--- config.mk ---
export PLATFORM = sky130hd
export DESIGN_NAME = mult_add_ctrl
export DESIGN_NICKNAME = d
export VERILOG_FILES = /design/src/rtl/mult_add_ctrl.sv
export SDC_FILE = /design/constraint.sdc
export NUM_CORES = 1
export LEC_CHECK = 0
export ABC_AREA = 1
export CELL_PAD_IN_SITES_DETAIL_PLACEMENT = 0
export CELL_PAD_IN_SITES_GLOBAL_PLACEMENT = 2
export CORE_MARGIN = 1
export CORE_UTILIZATION = 30
export CTS_BUF_LIST = sky130_fd_sc_hd__clkbuf_16
export DETAILED_ROUTE_END_ITERATION = 8
export HOLD_SLACK_MARGIN = 0.05
export PLACE_DENSITY_LB_ADDON = 0.1
export SYNTH_ARGS = -nofsm -noshare
export SYNTH_HDL_FRONTEND = slang
export SYNTH_SLANG_ARGS = --single-unit
export TNS_END_PERCENT = 20
--- constraint.sdc ---
create_clock -name clk -period 3.6 [get_ports clk]
set_input_delay 1.08 -clock clk [delete_from_list [all_inputs] [get_ports clk]]
set_output_delay 1.08 -clock clk [all_outputs]
set_load 0.1 [all_outputs]
--- src/rtl/mult_add_ctrl.sv ---
// Repeated-addition multiplier controller: sequences an external toggle-load
// down-counter (AR) and accumulates the multiplicand once per count.
module mult_add_ctrl #(
    parameter int WIDTH   = 4,
    parameter int TIMEOUT = 2**WIDTH + 2
) (
    input  logic                 clk,
    input  logic                 reset,
    input  logic                 start,
    input  logic [WIDTH-1:0]     a_in,
    input  logic [WIDTH-1:0]     b_in,
    input  logic                 ar_cmpltd,
    output logic                 ar_select,
    output logic [WIDTH-1:0]     ar_in,
    output logic                 ar_clear,
    output logic [2*WIDTH-1:0]   product,
    output logic                 busy,
    output logic                 done,
    output logic                 error
);

    localparam int TW = $clog2(TIMEOUT + 1);

    // state   | meaning
    // S_IDLE  | waiting for start, AR held
    // S_CLEAR | AR clear pulse, product zeroed
    // S_LOAD  | toggle b_reg into the freshly cleared AR
    // S_COUNT | decrement AR and accumulate until zero-detect or timeout
    // S_DONE  | one-cycle done pulse
    typedef enum logic [2:0] {
        S_IDLE,
        S_CLEAR,
        S_LOAD,
        S_COUNT,
        S_DONE
    } state_t;

    state_t                 r_state;
    logic [WIDTH-1:0]       r_a;
    logic [WIDTH-1:0]       r_b;
    logic [TW-1:0]          r_tmo;
    logic [2*WIDTH-1:0]     r_product;
    logic                   r_busy;
    logic                   r_done;
    logic                   r_error;
    logic                   r_ar_clear;
    logic                   w_timeout;
    logic                   w_decrement;

    assign w_timeout   = (r_tmo == TW'(TIMEOUT));
    // Count mode always toggles AR bit 0, so it is only enabled while actually counting.
    assign w_decrement = (r_state == S_COUNT) && !ar_cmpltd && !w_timeout;

    assign ar_select = !w_decrement;
    assign ar_in     = (r_state == S_LOAD) ? r_b : '0;
    assign ar_clear  = r_ar_clear;
    assign product   = r_product;
    assign busy      = r_busy;
    assign done      = r_done;
    assign error     = r_error;

    always_ff @(posedge clk) begin
        if (reset) begin
            r_state    <= S_IDLE;
            r_a        <= '0;
            r_b        <= '0;
            r_tmo      <= '0;
            r_product  <= '0;
            r_busy     <= 1'b0;
            r_done     <= 1'b0;
            r_error    <= 1'b0;
            r_ar_clear <= 1'b0;
        end else begin
            case (r_state)
                S_IDLE: begin
                    if (start) begin
                        r_a        <= a_in;
                        r_b        <= b_in;
                        r_error    <= 1'b0;
                        r_busy     <= 1'b1;
                        r_ar_clear <= 1'b1;
                        r_state    <= S_CLEAR;
                    end
                end
                S_CLEAR: begin
                    r_product  <= '0;
                    r_ar_clear <= 1'b0;
                    r_state    <= S_LOAD;
                end
                S_LOAD: begin
                    r_tmo   <= '0;
                    r_state <= S_COUNT;
                end
                S_COUNT: begin
                    if (ar_cmpltd) begin
                        r_busy  <= 1'b0;
                        r_done  <= 1'b1;
                        r_state <= S_DONE;
                    end else if (w_timeout) begin
                        r_error <= 1'b1;
                        r_busy  <= 1'b0;
                        r_done  <= 1'b1;
                        r_state <= S_DONE;
                    end else begin
                        r_product <= r_product + {{WIDTH{1'b0}}, r_a};
                        r_tmo     <= r_tmo + TW'(1);
                    end
                end
                S_DONE: begin
                    r_done  <= 1'b0;
                    r_state <= S_IDLE;
                end
                default: begin
                    r_busy  <= 1'b0;
                    r_done  <= 1'b0;
                    r_state <= S_IDLE;
                end
            endcase
        end
    end

endmodule

==> Word-level counts from Yosys, hierarchy flattened <==
Index checks and enable logic that the tools add are counted.
{ "word_totals": {"ff_bits": 28, "latch_bits": 0, "ramBits": 0, "rom_bits": 0, "inputBits": 12, "out_inout_bits": 17, "elab_cells": 65, "memories": 0} }
{ "op_classes": {"n_addsub": 2, "multipliers": 0, "div_mod_pow": 0, "order_cmp": 0, "n_eq_ne": 10, "shifts": 0, "muxes": 22, "bitwise_logic": 2, "reduce_logical": 20} }
{ "ops": {"columns": ["op", "count"], "rows": [
  ["8-bit 2-to-1 mux", 2],
  ["8-bit one-hot mux with 2 select lines", 1],
  ["3-bit one-hot mux with 4 select lines", 1],
  ["5-bit 2-to-1 mux", 2],
  ["5-bit one-hot mux with 2 select lines", 1],
  ["3-bit 2-to-1 mux", 3],
  ["3-bit AND reduction", 3],
  ["8-bit by 4-bit adder with 8-bit output", 1],
  ["2-bit != test, second input constant", 4],
  ["2-bit AND reduction", 4],
  ["2-bit nonzero test", 4],
  ["1-bit 2-to-1 mux", 7],
  ["3-bit by 2-bit equality test with 1-bit output, second input constant", 2],
  ["1-bit one-hot mux with 2 select lines", 3],
  ["3-bit OR reduction", 2],
  ["5-bit by 1-bit adder with 5-bit output, second input constant", 1],
  ["5-bit equality test, second input constant", 1],
  ["4-bit 2-to-1 mux", 1],
  ["4-bit AND reduction", 1],
  ["3-bit by 1-bit equality test with 1-bit output, second input constant", 1],
  ["3-bit equality test, second input constant", 1],
  ["1-bit logical NOT", 3],
  ["3-bit logical NOT", 1],
  ["3-bit != test, second input constant", 1],
  ["other kinds (3)", 5]
]} }

==> Longest topological paths before layout <==
Gate-level depths: netlist of the first run.
{ "logic_depth": {"depth_word": 4, "mapped_depth": 10, "depth_no_buf": 10} }

==> Least setup slack after synthesis of the first run <==
No wires, ideal clock.
{ "synth_timing": {"path_type": "register to output", "from": "reg r_state[2]", "to": "out ar_in[0]", "arrival_ps": 1973, "required_ps": 2520, "slack_ps": 547, "stages_incl_launch_ff": 4, "n_path_buf": 0, "path_cell_list": "dfxtp_1 > nor2_1 > nand2_1 > nor2_1"} }
{ "synth_via": {"elab_chain_len": 2} }
{ "synth_lines": {"columns": ["item", "line_no", "text"], "rows": [
  ["start: declaration", "38", "state_t r_state;"],
  ["start signal: assignment", "64", "r_state <= S_IDLE;"],
  ["start signal: assignment", "82", "r_state <= S_CLEAR;"],
  ["start signal: assignment", "88", "r_state <= S_LOAD;"],
  ["3-bit by 2-bit equality test with 1-bit output", "55", "assign ar_in = (r_state == S_LOAD) ? r_b : '0;"],
  ["4-bit 2-to-1 mux", "55", null],
  ["end: declaration", "14", "output logic [WIDTH-1:0] ar_in,"]
]} }
Every way passes these cells.

==> Worst setup path in the final report of the first run <==
{ "layout_timing": {"from": "in ar_cmpltd", "to": "out ar_select"} }
{ "layout_via": {"elab_chain_len": 4} }
{ "layout_lines": {"columns": ["item", "line_no", "text"], "rows": [
  ["start: declaration", "12", "input logic ar_cmpltd,"],
  ["1-bit logical NOT", "52", "assign w_decrement = (r_state == S_COUNT) && !ar_cmpltd && !w_timeout;"],
  ["1-bit logical AND (2 in series)", "52", null],
  ["1-bit logical NOT", "54", "assign ar_select = !w_decrement;"],
  ["end: declaration", "13", "output logic ar_select,"]
]} }
Every way passes these cells.

==> results_dict.tcl, run 1 <==
set metrics [dict create \
    status "finished clean" \
    wire_per_inst_um 11.48 \
    slew_headroom_pct 76.07 \
    whs_ns 0.4557 \
    fin_tns_setup_ns 0 \
    synth_area_um2 1421 \
    final-hold-violation-count 0 \
    finalCriticalPeriod_ns 3.078 \
    synth_area_leaders "dfxtp_1, nand2_1, a21oi_1" \
    ios 29 \
    antenna_found_initial 0 \
    finalSetupViolCount 0 \
    cts_setup_buffers 0 \
    cts_root_buf "clkbuf_16" \
    area_growth_pct 26.94 \
    worstSetupStartpointType "input port" \
    grt_pass1_vias 1222 \
    row_count 24 \
    drt-initial-drc-count 71 \
    drt_wl_total_um 3260 \
    crit_type "in -> out" \
    layout_commonest_cell "nand2_1" \
    vias 1305 \
    grt_pass1_wl_um 5623 \
    synth.avg_cell_area_um2 7.036 \
    clockBufferDepth 2 \
    synth-seq-cells 28 \
    ant_nets 0 \
    start_util_pct 31.98 \
    clock-sinks 28 \
    yosys.area.top_type "dfxtp_1" \
    dpl_cell_area_um2 1725 \
    drive_above_1_share_pct 14.66 \
    ctsHoldBuffers 0 \
    synthesis.nets 221 \
    yosysSeqAreaShare_pct 39.44 \
    ys_warn_count 0 \
    io_buffers 28 \
    drt-pass1-iter-count 6 \
    grt_overflow 0 \
    die-area_um2 5017 \
    p_leak_nw 0.8060 \
    die_w_um 70.83 \
    cts_tree "yes" \
    track_usage_pct 14.26 \
    utilization_pct 40.60 \
    cts_buffers 3 \
    powerDensity_nw_per_um2 410.7 \
    clock_latency_ns 0.26 \
    min_path_type "reg -> reg" \
    worstMarginPinSlew_ns 0.3580 \
    final_nets 252 \
    required_ns 2.52 \
    dieHeight_um 70.83 \
    via_per_inst 4.595 \
    grt_start_max_net_pins 16 \
    min_period_over_period_pct 85.50 \
    finClkSkew_ns 0.001935 \
    cts_resized 0 \
    rsz0062_at_grt "false" \
    fmax_mhz 324.9 \
    coreArea_um2 4444 \
    htreeDepth 1 \
    antenna_cells 0 \
    fillers 477 \
    gp_congestion 0.7928 \
    end_kind "primary output" \
    clkTransAtPathRegs_ns 0.07 \
    max_cap_violations 0 \
    crit_fanout 8 \
    syn_inst 202 \
    finalMaxSlewViolations 0 \
    postLayoutCellArea_um2 1804 \
    yosysTopAreaCellShare_pct 39.44 \
    most-common-layout-cells "nand2_1, dfxtp_1, nor2_1" \
    synth_cell_types 22 \
    drc_errors 0 \
    dp_hpwl_um 2472 \
    irDropWorstVdd_uv 189.2 \
    arrival_ns 2.00 \
    power.total_uw 741.0 \
]
-- critical path, stage by stage --
cell	delay (ns)
clkdlybuf4s50_1	0.54
nor2_4	0.06
nand2_4	0.12
buf_12	0.19
-- sequential cells by signal, indices dropped and copies added (netlist names), 3 cells and up --
signal and count:
r_tmo 5, r_a 4, r_state 3, r_b 4, product 8
-- Yosys cell counts, drive strengths merged --
cell	instances
o21ai	10
dfxtp	28
o211ai	2
xor2	1
fa	1
nor2	31
or2	1
nor3	2
nand4	1
clkbuf	2
nand3	16
a21oi	23
buf	1
ha	6
inv	25
nand2	52
-- worst paths after layout --
kind	from	to	slack, ns	depth (start not counted)
worst max-delay path	ar_cmpltd	ar_select	0.52	4
worst min-delay path	r_b[2]	r_b[2]	0.46	2
worst max register to register	product[0]	product[4]	1.94	9
worst min register to register	r_b[2]	r_b[2]	0.46	2
-- final cells by class --
class | instances | area (um2) | area share [%]
Clock buffer | 3 | 75.07 | 4.161
Timing Repair Buffer | 29 | 257.7 | 14.29
Tap cell | 52 | 65.06 | 3.606
Inverter | 25 | 93.84 | 5.201
Clock inverter | 1 | 3.754 | 0.2080
Multi-Input combinational cell | 146 | 748.2 | 41.47
Sequential cell | 28 | 560.5 | 31.07
-- stage by stage --
step | cells | setup slack, ns
finish | 284 | 0.5221
global route | 284 | 0.4849
CTS | 284 | 0.5196
detailed placement | 280 | 0.5272
global placement | 280 | 0.5563
floorplan | 202 | 0.5472
-- cell families after synthesis --
logic type / share of synthesized area (%)
and+or+nand+nor: 32.66
AOI/OAI and AO/OA: 12.68
buffers and inverters: 7.923
DFF: 39.44
adders and majority gates: 6.690
xor gates and xnor gates: 0.6163
-- report_power, final --
group / switching (mW) / leakage (nW) / total (mW) / internal (mW)
clock network: 0.104 / 0.0385 / 0.253 / 0.149
registers: 0.00988 / 0.228 / 0.337 / 0.327
logic: 0.107 / 0.539 / 0.152 / 0.0446
-- metal layers --
metal | vias up | share of wire (%) | track usage (%)
li1 | 708 | - | -
met1 | 569 | 51 | 19.09
met2 | 26 | 44 | 22.97
met3 | 2 | 3.4 | 3.419
met4 | 0 | 0.80 | 4.000
met5 | - | 0 | 0
Note: power is estimated with default switching activity, not from simulation.
==> inputs of run 2 (changes only) <==
--- a/config.mk
+++ b/config.mk
@@ -11,6 +11,7 @@
 export CORE_MARGIN = 1
 export CORE_UTILIZATION = 30
 export CTS_BUF_LIST = sky130_fd_sc_hd__clkbuf_16
+export CTS_CLUSTER_DIAMETER = 60
 export DETAILED_ROUTE_END_ITERATION = 8
 export HOLD_SLACK_MARGIN = 0.05
 export PLACE_DENSITY_LB_ADDON = 0.1
==> results of run 2 <==
No change in the layout: final DEF, timing and power equal those of run 1.
==> edit: new RTL, settings of run 2 <==
Change the parameter `WIDTH` from 4 to 3.
--- a/src/rtl/mult_add_ctrl.sv
+++ b/src/rtl/mult_add_ctrl.sv
@@ -1,7 +1,7 @@
 // Repeated-addition multiplier controller: sequences an external toggle-load
 // down-counter (AR) and accumulates the multiplicand once per count.
 module mult_add_ctrl #(
-    parameter int WIDTH   = 4,
+    parameter int WIDTH   = 3,
     parameter int TIMEOUT = 2**WIDTH + 2
 ) (
     input  logic                 clk,
Ports: changed (resized a_in, ar_in, b_in and product); port bits go from 29 to 24. The function was not compared with the original's and may differ.
==> edit against run 2 <==
- largest cell class unchanged
- area after synthesis decreased by 18%
- count of clock-buffer cells in the layout unchanged
- cell area decreased by 17%
- via count decreased by 21%
- sequential cell count decreased by 5
- clock skew about the same
- highest routed layer is now met3
- combinational power increased by 28%
- register-to-register slack improved by 0.11 ns
- worst setup slack got worse by 0.030 ns
- power decreased by 2.4%
- sequential share of layout area decreased by 0.30 points
- routed wire length decreased by 22%
- utilization decreased by 0.33 points
==> edit: results (changes against run 2) <==
* Worst vdd ir at 0.000176 V (-6.7%)
* Input/output buffers at 23 (-18%)
* Outcome: complete, no violations
* Total CTS buffers at 3 (unchanged)
* Fin nets at 198 (-21%)
* Number of synthesized flops with an enable pin at 0 (unchanged)
* DRT Pass-1 Iters at 4 (-2)
* Vias at 1026 (-21%)
* Pleak at 0.671 nW (-17%)
* Gp weighted congestion at 0.722 (-8.9%)
* Synth top cells by count: nand2_1 (29), dfxtp_1 (23), inv_1 (20)
* DR WL/cell at 11.1 µm (-2.9%)
* CP Max Fanout at 13 (+5)
* Sw Share at 33.9% (+4.1 points)
* Hpwl dp at 1930 µm (-22%)
* Net Count, Synth at 173 (-22%)
* Largest net degree at the start of global routing at 14 (-2)
* Clk_skew at 0.00192 ns (-0.0000161 ns)
* Top post-synthesis cells by area: dfxtp_1 (39%), nand2_1 (9.3%), a21oi_1 (7.3%)
* Gr usage total at 13.2% (-1.0 points)
* Setup bufs post-CTS at 0 (unchanged)
* Clock tree buffer depth at 2 (unchanged)
* Register area share after synthesis at 39.3% (-0.16 points)
* Worst EP arrival at 2.03 ns (+0.03 ns)
* FILL cells at 405 (-15%)
* Global-route wire length before repair at 4350 µm (-23%)
* Share of layout cells above drive strength 1 at 16.6% (+1.9 points)
* Resized cells post-CTS at 0 (unchanged)
* DRT iter0 DRCs at 26 (-63%)
* CTS HTree Levels at 1 (unchanged)
* Vias in the first global route at 976 (-20%)
* Max FFs per register at 6 (-2)
* Worst slew margin at 69.1% (-7.0 points)
* DP Worst Slack at 0.491 ns (-0.0365 ns)
==> edit: worst paths after layout <==
path,start,end,slack (ns),cells after the start
setup / recovery,ar_cmpltd,ar_select,0.49,4
hold reg to reg,error,error,0.45,2
setup reg to reg,r_tmo[0],r_tmo[1],2.05,7
hold / removal,error,error,0.45,2
==> edit: worst max-delay path: stages <==
cell,delay [ns]
clkdlybuf4s50_1,0.42
inv_1,0.10
nand3_4,0.19
buf_12,0.24
==> edit: power groups by stage <==
stage | logic (mW) | registers, mW | clock network [mW]
global placement | 0.197 | 0.295 | 0
global route | 0.214 | 0.293 | 0.256
detailed placement | 0.197 | 0.296 | 0
finish | 0.195 | 0.290 | 0.238
floorplan | 0.110 | 0.336 | 0
CTS | 0.198 | 0.290 | 0.246
==> edit: final cells by class <==
| cell class | instances | share of cell area, % |
|---|---|---|
| inverter | 21 | 5.27 |
| clock inverter | 1 | 0.251 |
| sequential | 23 | 30.8 |
| clock buffer | 3 | 5.02 |
| multi-input combinational | 110 | 40.8 |
| tap | 48 | 4.01 |
| timing repair buffer | 23 | 13.9 |
==> edit: stage by stage <==
step           cells  cell area (µm²)  util (%)  total power [mW]  hold slack [ns]
2_1_floorplan    157             1170         -             0.446            0.431
3_3_place_gp     225             1420      38.1             0.492            0.439
3_5_place_dp     225             1420      38.1             0.493            0.443
4_1_cts          229             1500      40.3             0.734            0.453
5_1_grt          229             1500      40.3             0.762            0.482
6_report         229             1500      40.3             0.723            0.450
==> edit: cell families (layout without fill, tap and decap cells) <==
logic type      after synthesis  count (layout)  synth area share, %
fa+ha+maj                     6               6                 7.04
xor+xnor                      1               1                0.747
buf+inv                      24              48                 8.64
flops                        23              23                 39.3
simple gates                 74              74                 30.8
compound gates               29              29                 13.4
==> edit: layer usage <==
layer  share of wire (%)  GRT usage, %
met1                  50          18.0
met2                  47          22.5
met3                 2.9          1.58
met4                   0          2.50
met5                   0             0
